$ cat src/rtl/snake_dir_ctrl.sv
// PS/2 scan-code parser that feeds filtered direction keys to the snake engine, one per tick.
// Define SNAKE_WASD_EN to let the plain W/A/S/D make codes steer in addition to the E0 arrow keys.
module snake_dir_ctrl #(
   parameter int QDEPTH  = 4,
   parameter int TIMEOUT = 50000
) (
   input  logic       clk,
   input  logic       rst_n,
   input  logic [7:0] data_out,
   input  logic       data_valid,
   output logic       data_ack,
   input  logic       tick,
   output logic [2:0] direction,
   output logic       dir_valid,
   output logic       pause,
   output logic [3:0] q_count
);

   localparam int PW = (QDEPTH > 1) ? $clog2(QDEPTH) : 1;
   localparam int TW = $clog2(TIMEOUT + 1);
   localparam logic [3:0] QD = 4'(QDEPTH);

   localparam logic [1:0] ST_IDLE    = 2'd0;
   localparam logic [1:0] ST_EXT     = 2'd1;
   localparam logic [1:0] ST_BRK     = 2'd2;
   localparam logic [1:0] ST_EXT_BRK = 2'd3;

   localparam logic [2:0] DIR_NONE  = 3'd0;
   localparam logic [2:0] DIR_UP    = 3'd1;
   localparam logic [2:0] DIR_DOWN  = 3'd2;
   localparam logic [2:0] DIR_LEFT  = 3'd3;
   localparam logic [2:0] DIR_RIGHT = 3'd4;

   logic [2:0]    fifo_mem [QDEPTH];
   logic [PW-1:0] rd_ptr;
   logic [PW-1:0] wr_ptr;
   logic [1:0]    state;
   logic [1:0]    state_nxt;
   logic [TW-1:0] timer;

   logic       consume;
   logic       cand_vld;
   logic [2:0] cand;
   logic [2:0] tail;
   logic       toggle;
   logic       accept;
   logic       pop;
   logic       push;

   function automatic logic is_opposite(input logic [2:0] a, input logic [2:0] b);
      return ((a == DIR_UP)    && (b == DIR_DOWN))  ||
             ((a == DIR_DOWN)  && (b == DIR_UP))    ||
             ((a == DIR_LEFT)  && (b == DIR_RIGHT)) ||
             ((a == DIR_RIGHT) && (b == DIR_LEFT));
   endfunction

   function automatic logic [2:0] arrow_code(input logic [7:0] b);
      case (b)
         8'h75:   return DIR_UP;
         8'h72:   return DIR_DOWN;
         8'h6B:   return DIR_LEFT;
         8'h74:   return DIR_RIGHT;
         default: return DIR_NONE;
      endcase
   endfunction

   always_comb begin
      consume   = data_valid & ~data_ack;
      state_nxt = state;
      cand_vld  = 1'b0;
      cand      = DIR_NONE;
      toggle    = 1'b0;

      if (consume) begin
         case (state)
            ST_IDLE: begin
               if (data_out == 8'hE0) begin
                  state_nxt = ST_EXT;
               end else if (data_out == 8'hF0) begin
                  state_nxt = ST_BRK;
               end else if (data_out == 8'h29) begin
                  toggle = 1'b1;
`ifdef SNAKE_WASD_EN
               end else if (data_out == 8'h1D) begin
                  cand_vld = 1'b1;
                  cand     = DIR_UP;
               end else if (data_out == 8'h1B) begin
                  cand_vld = 1'b1;
                  cand     = DIR_DOWN;
               end else if (data_out == 8'h1C) begin
                  cand_vld = 1'b1;
                  cand     = DIR_LEFT;
               end else if (data_out == 8'h23) begin
                  cand_vld = 1'b1;
                  cand     = DIR_RIGHT;
`endif
               end
            end
            ST_EXT: begin
               if (data_out == 8'hF0) begin
                  state_nxt = ST_EXT_BRK;
               end else begin
                  state_nxt = ST_IDLE;
                  cand      = arrow_code(data_out);
                  cand_vld  = (cand != DIR_NONE);
               end
            end
            default: state_nxt = ST_IDLE;
         endcase
      end else if ((state != ST_IDLE) && (timer == TW'(TIMEOUT - 1))) begin
         state_nxt = ST_IDLE;
      end

      // Filter against the newest pending entry, or the live direction when nothing is queued.
      tail   = (q_count != 4'd0) ? fifo_mem[wr_ptr - PW'(1)] : direction;
      accept = cand_vld &&
               ((tail == DIR_NONE) || ((cand != tail) && !is_opposite(tail, cand)));
      pop    = tick & ~pause & (q_count != 4'd0);
      push   = accept & ((q_count != QD) | pop);
   end

   always_ff @(posedge clk or negedge rst_n) begin
      if (!rst_n) begin
         data_ack  <= 1'b0;
         state     <= ST_IDLE;
         timer     <= '0;
         pause     <= 1'b0;
         q_count   <= 4'd0;
         rd_ptr    <= '0;
         wr_ptr    <= '0;
         direction <= DIR_NONE;
         dir_valid <= 1'b0;
      end else begin
         data_ack  <= consume;
         state     <= state_nxt;
         pause     <= pause ^ toggle;
         dir_valid <= pop;

         if (consume || (state == ST_IDLE) || (state_nxt == ST_IDLE))
            timer <= '0;
         else
            timer <= timer + TW'(1);

         if (pop) begin
            direction <= fifo_mem[rd_ptr];
            rd_ptr    <= rd_ptr + PW'(1);
         end
         if (push)
            wr_ptr <= wr_ptr + PW'(1);

         case ({push, pop})
            2'b10:   q_count <= q_count + 4'd1;
            2'b01:   q_count <= q_count - 4'd1;
            default: q_count <= q_count;
         endcase
      end
   end

   // Queue storage holds data only; occupancy and pointers define which entries are live.
   always_ff @(posedge clk) begin
      if (push)
         fifo_mem[wr_ptr] <= cand;
   end

endmodule

$ cat config.mk
export PLATFORM = sky130hd
export DESIGN_NAME = snake_dir_ctrl
export DESIGN_NICKNAME = d
export VERILOG_FILES = /design/src/rtl/snake_dir_ctrl.sv
export SDC_FILE = /design/constraint.sdc
export NUM_CORES = 1
export LEC_CHECK = 0
export ABC_AREA = 0
export CAP_MARGIN = 20
export CORE_ASPECT_RATIO = 1.2
export CORE_UTILIZATION = 35
export DETAILED_ROUTE_END_ITERATION = 8
export GPL_TIMING_DRIVEN = 0
export PLACE_DENSITY = 0.52
export RECOVER_POWER = 50
export SKIP_CTS_REPAIR_TIMING = 1
export SYNTH_ARGS = -nofsm -noshare
export SYNTH_HDL_FRONTEND = slang
export SYNTH_SLANG_ARGS = --single-unit
$ cat constraint.sdc
create_clock -name clk -period 7.7 [get_ports clk]
set_input_delay 1.54 -clock clk [delete_from_list [all_inputs] [get_ports clk]]
set_output_delay 1.54 -clock clk [all_outputs]
set_load 0.02 [all_outputs]
After elaboration in Yosys (flattened, before gate mapping):

Memory sizes are Yosys's and may differ from the RTL's. A register that Yosys moved wholly into a read port is not among the register bits.
Index checks and enable logic that the tools add are counted.
W data, S select, Z words.

* logic and storage cells: 92
* input port bits: 12
* output and inout port bits: 10
* memories: 1
* register bits after elaboration: 29
* bits in writable memories: 12

* eq/ne operators: 21
* reductions and logical operators: 22
* bitwise logic cells: 8
* add/sub/neg operators: 6
* muxes and demuxes: 26

Memory list
* fifo_mem: words 4, bits a word 3, read ports 2, clocked after Yosys merged registers in 1, write ports 1, line 34 `logic [2:0] fifo_mem [QDEPTH];`

Operator list (count)
* $eq A8 B7 Y1 const B: 4
* $mux W3: 7
* $add A16 B1 Y16 const B: 1
* $eq A16 B16 Y1 const B: 1
* $eq A8 B8 Y1 const B: 2
* $mux W16: 1
* $eq A3 B2 Y1 const B: 4
* $pmux W3 S4: 1
* $mux W1: 10
* $mux W2: 5
* $eq A8 B6 Y1 const B: 1
* $pmux W4 S2: 1
* $logic_and A1 B1 Y1: 7
* $eq A3 B1 Y1 const B: 2
* $eq A3 B3 Y1 const B: 2
* $logic_or A1 B1 Y1: 6
* $add A2 B1 Y2 const B: 2
* $add A4 B1 Y4 const B: 1
* $and A1 B1 Y1: 4
* $eq A2 B1 Y1 const B: 2
* $logic_not A2 Y1: 2
* $ne A4 B3 Y1 const B: 1
* $pmux W2 S2: 1
* $reduce_bool A2 Y1: 2
* other kinds (11): 13

Longest topological paths before layout:

* word-level depth: 20
* gate-level depth with buffers: 18
* depth with buffers taken out: 18

Worst setup path before layout:

OpenSTA, ideal clock, no wires.

* path kind: input to register
* from: input data_out[0]
* to: register q_count[3]
* setup time: 0.131 ns
* data required time: 7.569 ns
* path buffers: 0
* cell stages on the path: 16
* setup slack: 3.085 ns
* arrival: 4.484 ns
* cells stage by stage: or3b_4 a2111oi_4 xnor2_1 o31a_1 o211ai_2 o21ai_2 a21oi_1 ha_1 a21o_1 a21oi_1 nand2_1 nor2b_1 and3_1 a211o_1 a41oi_1 xnor2_1

* longest elaborated chain between the ends: 20
* elaborated cells between the ends (all ways): 37
* those cells by class: 12 x eq/ne; 11 x mux; 1 x bitwise; 13 x reduce/logical

RTL lines
* from (decl): line 9 `input logic [7:0] data_out,`
* $eq A8 B7 Y1: line 58 `case (b)`
* $pmux W3 S4: line 58
* $mux W3: line 100 `if (data_out == 8'hF0) begin`
* $mux W3: line 75 `case (state)`
* $mux W3: line 74 `if (consume) begin`
* $mux W3 (*): line 100
* $mux W3 (*): line 75
* $mux W3 (*): line 74
* net cand[1]: line 43 `logic [2:0] cand;`
* [4 not listed]
* $logic_or A1 B1 Y1: line 53 `((a == DIR_LEFT) && (b == DIR_RIGHT)) ||`
* $logic_not A1 Y1: line 117 `((tail == DIR_NONE) || ((cand != tail) && !is_opposite(tail, cand)));`
* $logic_and A1 B1 Y1 (*): line 117
* $logic_or A1 B1 Y1 (*): line 117
* $logic_and A1 B1 Y1 (*): line 116 `accept = cand_vld &&`
* $and A1 B1 Y1 (*): line 119 `push = accept & ((q_count != QD) | pop);`
* $eq A2 B1 Y1 / $eq A2 B2 Y1 (equally long branches): line 151 `case ({push, pop})`
* $pmux W4 S2 / $reduce_bool A2 Y1 (equally long branches)
* to (signal assigned): line 152 `2'b10: q_count <= q_count + 4'd1;`
* to (signal assigned): line 153 `2'b01: q_count <= q_count - 4'd1;`
* to (signal assigned): line 154 `default: q_count <= q_count;`
* to (decl): line 16 `output logic [3:0] q_count`

Mark *: on every way through the listed nets, which the timed path passes. The rest lies on a longest branch. The select of a mux whose other input is x is not followed.
A chain may end at the register's enable or synchronous reset.

Worst setup path after layout:

* from: input data_valid
* to: register q_count[3]

* longest elaborated chain between the ends: 14
* elaborated cells between the ends (all ways): 24
* those cells by class: 7 x eq/ne; 3 x mux; 2 x bitwise; 12 x reduce/logical

RTL lines
* from (decl): line 10 `input logic data_valid,`
* $and A1 B1 Y1 (*): line 68 `consume = data_valid & ~data_ack;`
* $mux W3 (*): line 74
* net cand[2]: line 43
* $eq A3 B2 Y1 / $eq A3 B1 Y1 (equally long branches): line 51, 52
* $logic_and A1 B1 Y1, on equally long branches: line 51, 52
* $logic_or A1 B1 Y1: line 51 `return ((a == DIR_UP) && (b == DIR_DOWN)) ||`
* $logic_or A1 B1 Y1: line 52 `((a == DIR_DOWN) && (b == DIR_UP)) ||`
* $logic_or A1 B1 Y1: line 53
* $logic_not A1 Y1: line 117
* $logic_and A1 B1 Y1 (*): line 117
* $logic_or A1 B1 Y1 (*): line 117
* $logic_and A1 B1 Y1 (*): line 116
* $and A1 B1 Y1 (*): line 119
* $eq A2 B1 Y1 / $eq A2 B2 Y1 (equally long branches): line 151
* $pmux W4 S2 / $reduce_bool A2 Y1 (equally long branches)

Mark *: on every way through the listed nets, which the timed path passes. The rest lies on a longest branch.

==> qor.json <==
{
  "outcome": "finished with violations",
  "violations_in_the_final_reports": "capacitance limit, slew limit",
  "timing.critical_path.slowest_stage_cell": "sky130_fd_sc_hd__nor4_1",
  "cts_buffers": 5,
  "cts.root.buffer_cell": "sky130_fd_sc_hd__clkbuf_8",
  "antenna-diode-count": 0,
  "final.setup.tns_ns": 0,
  "leakage_component_of_the_power_uw": 0.001185,
  "dieWidth_um": 79.86,
  "final.min_clock_period_ns": 5.392,
  "design.die.area_um2": 7621,
  "post_synth_fa_ha_maj_area_fraction_pct": 4.226,
  "floorplan.rows": 33,
  "post_synth_mux_area_share_pct": 8.747,
  "cp_num_cells": 17,
  "irDropWorstVdd_uv": 102.7,
  "synth_async_sr_flop_share_pct": 72.73,
  "path_cells": "dlygate4sd3_1 -> nand4bb_1 -> nor4_1 -> xnor2_1 -> o22ai_1 -> and2_1 -> o21ai_2 -> a21oi_1 -> ha_1 -> a21o_1 -> a21oi_1 -> nand2_1 -> nor2b_1 -> and3_1 -> a211o_1 -> a41oi_1 -> xnor2_1",
  "critical_path.max_stage_delay_ns": 0.89,
  "synth_area_in_simple_gates_pct": 22.51,
  "synth_seq_cells": 44,
  "timing.rr.end": "q_count[3]",
  "crit_path_max_fanout": 6,
  "path_buf_inv": 1,
  "worst-endpoint-arrival_ns": 5.58,
  "switching_power_uw": 211.5,
  "clk_path_buf_depth": 2,
  "core_region_area_um2": 6937,
  "timing.critical_path.required_ns": 7.89,
  "h-tree-depth": 2,
  "clkSinkCount": 44,
  "syn_to_final_growth_pct": 16.81,
  "intPower_uw": 456.5,
  "synth-compound-area-share_pct": 9.484,
  "multi_input_area_um2": 1320,
  "remaining_overflow_grt": 0,
  "critPathTopFamily": "simple AND/OR/NAND/NOR gates",
  "criticalPathCategory": "in -> reg",
  "finalWirelength_mm": 5.134,
  "port_buffers": 21,
  "power_uw": 668.0,
  "regToRegStartpoint": "wr_ptr[0]",
  "initial_utilization_pct": 36.71,
  "end_kind": "flop",
  "synth-edff-count": 12,
  "final-seq-area_um2": 1161,
  "detailedRoute.firstPassIterationCount": 4,
  "num_vias": 1811,
  "synthesis.nets": 255,
  "cell_area_after_technology_mapping_um2": 2546,
  "ys.warnings.count": 0,
  "final_weighted_congestion_in_routability_driven_placement": 0.7172,
  "die_height_um": 95.44,
  "ioPinCount": 22,
  "max_clock_skew_ns": 0.002528,
  "hold_class": "reg -> reg",
  "max_clk_rate_ghz": 0.1855,
  "cellPowerDensity_nw_per_um2": 224.6,
  "grt_setup_unrepaired": "no",
  "layout.nets": 283,
  "pwr-share-comb_pct": 28.8,
  "seq_total_area_yosys_pct": 45.60,
  "fin_crit_sh_pct": 70.02,
  "avg_wl_per_cell_um": 14.63,
  "vias_in_the_first_global_route": 1770,
  "timing.max_slew.rel_slack_pct": -19.79,
  "synthCells": 235,
  "final_count_of_pins_violating_max_slew": 33,
  "grt_max_degree": 33,
  "drt_drc_violations_left": 0,
  "xor_xnor_share_of_the_synthesized_area_pct": 6.880,
  "timing.critical_path.from_type": "input pin",
  "reg2reg_depth": 18,
  "clk_transition_reported_paths_ns": 0.09,
  "ff2ff_setup_slack_ns": 3.49,
  "avgSynthCellArea_um2": 10.83,
  "holdWs_ns": 0.4687,
  "worstHoldEndpoint": "timer[0]",
  "clockPowerShare_pct": 27.3,
  "detailedRoute.firstIterationViolations": 96,
  "min_delay_path_depth": 1,
  "grtUsageTotal_pct": 14.83,
  "ys_dominant_reg_cell": "sky130_fd_sc_hd__dfrtp_1",
  "sequentialPowerShare_pct": 43.9,
  "power_switching_share_pct": 31.67,
  "antenna_found_initial": 0,
  "worstMarginPinSlew_ns": 1.797,
  "final_layout_size_suffix_gt1_share_pct": 9.091,
  "first_pass_grt_wire_length_mm": 8.645,
  "finalSetupViolCount": 0,
  "cap_viol_max_count": 1,
  "post_synth_num_cell_types": 51,
  "tritoncts": "yes",
  "detailedPlacementHpwl_mm": 3.836,
  "placed_insts": 343,
  "clkLatencyLatePin_ns": 0.29,
  "final.fill_count": 669,
  "ratio_of_routed_vias_to_standard_cells": 5.160,
  "combinational_family_with_the_most_area_after_synthesis": "simple AND/OR/NAND/NOR gates",
  "fin_cells": 351,
  "holdCritStartpoint": "timer[0]",
  "finalHoldViolCount": 0,
  "final_antenna_net_count": 0
}
cell families after synthesis:
kind of cell | after synthesis
buf+inv | 15
fa+ha+maj | 8
flops | 44
xor+xnor | 20
mux | 14
compound gates | 33
simple gates | 101
registers in the layout, indices dropped and copies added, names as in the netlist:
name / flops
timer: 16
fifo_mem: 12
q_count: 4
direction: 3
rd_ptr: 2
state: 2
wr_ptr: 2
data_ack: 1
dir_valid: 1
pause: 1
placed cells by master, fill, tap and decap left out, types with 7 or more instances in the layout:
cell,netlist,final
sky130_fd_sc_hd__a21oi_1,10,10
sky130_fd_sc_hd__and2_1,7,7
sky130_fd_sc_hd__clkdlybuf4s50_1,0,14
sky130_fd_sc_hd__dfrtp_1,32,32
sky130_fd_sc_hd__edfxtp_1,12,12
sky130_fd_sc_hd__ha_1,7,7
sky130_fd_sc_hd__inv_1,10,10
sky130_fd_sc_hd__nand2_1,18,18
sky130_fd_sc_hd__nor2_1,20,20
sky130_fd_sc_hd__xnor2_1,16,16
worst register-to-register path: cells and delay by family (launching register included):
family | cells | cell delay, ns
DFF | 1 | 0.52
adders and majority gates | 2 | 0.70
buffers and inverters | 1 | 0.14
and+or+nand+nor | 4 | 0.80
muxes | 1 | 0.37
xor gates and xnor gates | 1 | 0.16
AOI/OAI and AO/OA | 9 | 1.41
routing by layer:
metal,track usage [%],part of all wire [%],vias up,wire [um]
li1,-,-,915,-
met1,19.08,48,868,2461
met2,25.07,49,22,2492
met3,2.967,2.2,6,115
met4,4.464,1.3,0,65
met5,0,0,-,0
cells in the mapped netlist (3+ instances only):
cell type / n / area share [%]
sky130_fd_sc_hd__dfrtp_1: 32 / 31
sky130_fd_sc_hd__nor2_1: 20 / 2.9
sky130_fd_sc_hd__nand2_1: 18 / 2.7
sky130_fd_sc_hd__xnor2_1: 16 / 5.5
sky130_fd_sc_hd__edfxtp_1: 12 / 14
sky130_fd_sc_hd__a21oi_1: 10 / 2.0
sky130_fd_sc_hd__inv_1: 10 / 1.5
sky130_fd_sc_hd__and2_1: 7 / 1.7
sky130_fd_sc_hd__ha_1: 7 / 3.4
sky130_fd_sc_hd__mux4_2: 6 / 5.3
sky130_fd_sc_hd__nand2b_1: 6 / 1.5
sky130_fd_sc_hd__nand3_1: 6 / 1.2
sky130_fd_sc_hd__or3_1: 6 / 1.5
sky130_fd_sc_hd__and3_1: 5 / 1.2
sky130_fd_sc_hd__mux2i_1: 5 / 2.0
sky130_fd_sc_hd__nand3b_1: 5 / 1.5
sky130_fd_sc_hd__nor3_1: 5 / 0.98
sky130_fd_sc_hd__o21ai_0: 5 / 0.98
sky130_fd_sc_hd__nor4_1: 4 / 0.98
sky130_fd_sc_hd__xor2_1: 4 / 1.4
sky130_fd_sc_hd__a21o_1: 3 / 0.88
sky130_fd_sc_hd__nand4b_1: 3 / 1.0
sky130_fd_sc_hd__nand4bb_1: 3 / 1.3
sky130_fd_sc_hd__or4_1: 3 / 0.88
worst max-delay path by stage:
stage | startpoint | endpoint | slack, ns
2_1_floorplan | data_out[0] | q_count[3] | 3.09
3_3_place_gp | data_out[4] | q_count[3] | 2.07
3_5_place_dp | data_valid | q_count[3] | 2.04
4_1_cts | data_out[3] | q_count[3] | 2.34
5_1_grt | data_out[1] | q_count[3] | 1.86
6_report | data_valid | q_count[3] | 2.31
power by group through the flow:
| stage | Clock (uW) | Combinational [uW] | Sequential [uW] |
|---|---|---|---|
| floorplan | 0 | 113 | 313 |
| global placement | 0 | 194 | 299 |
| detailed placement | 0 | 195 | 299 |
| CTS | 190 | 196 | 295 |
| global route | 199 | 216 | 299 |
| finish | 182 | 193 | 293 |
area by class of cell:
class	instances	area share (%)
plain buffers	4	0.7573
clock buffers	5	2.314
clock inverters	3	1.599
inverters	11	1.388
multi-input cells	176	44.38
flip-flops and latches	44	39.04
well taps	87	3.660
repair buffers	21	6.857
stage by stage:
step           worst slack (ns)  util, %  cell area, um^2
2_1_floorplan             3.085        -             2546
3_3_place_gp              2.067    41.31             2865
3_5_place_dp              2.043    41.23             2860
4_1_cts                   2.342    42.91             2977
5_1_grt                   1.855    42.88             2974
6_report                  2.308    42.88             2974
(Power assumes the default switching activity.)
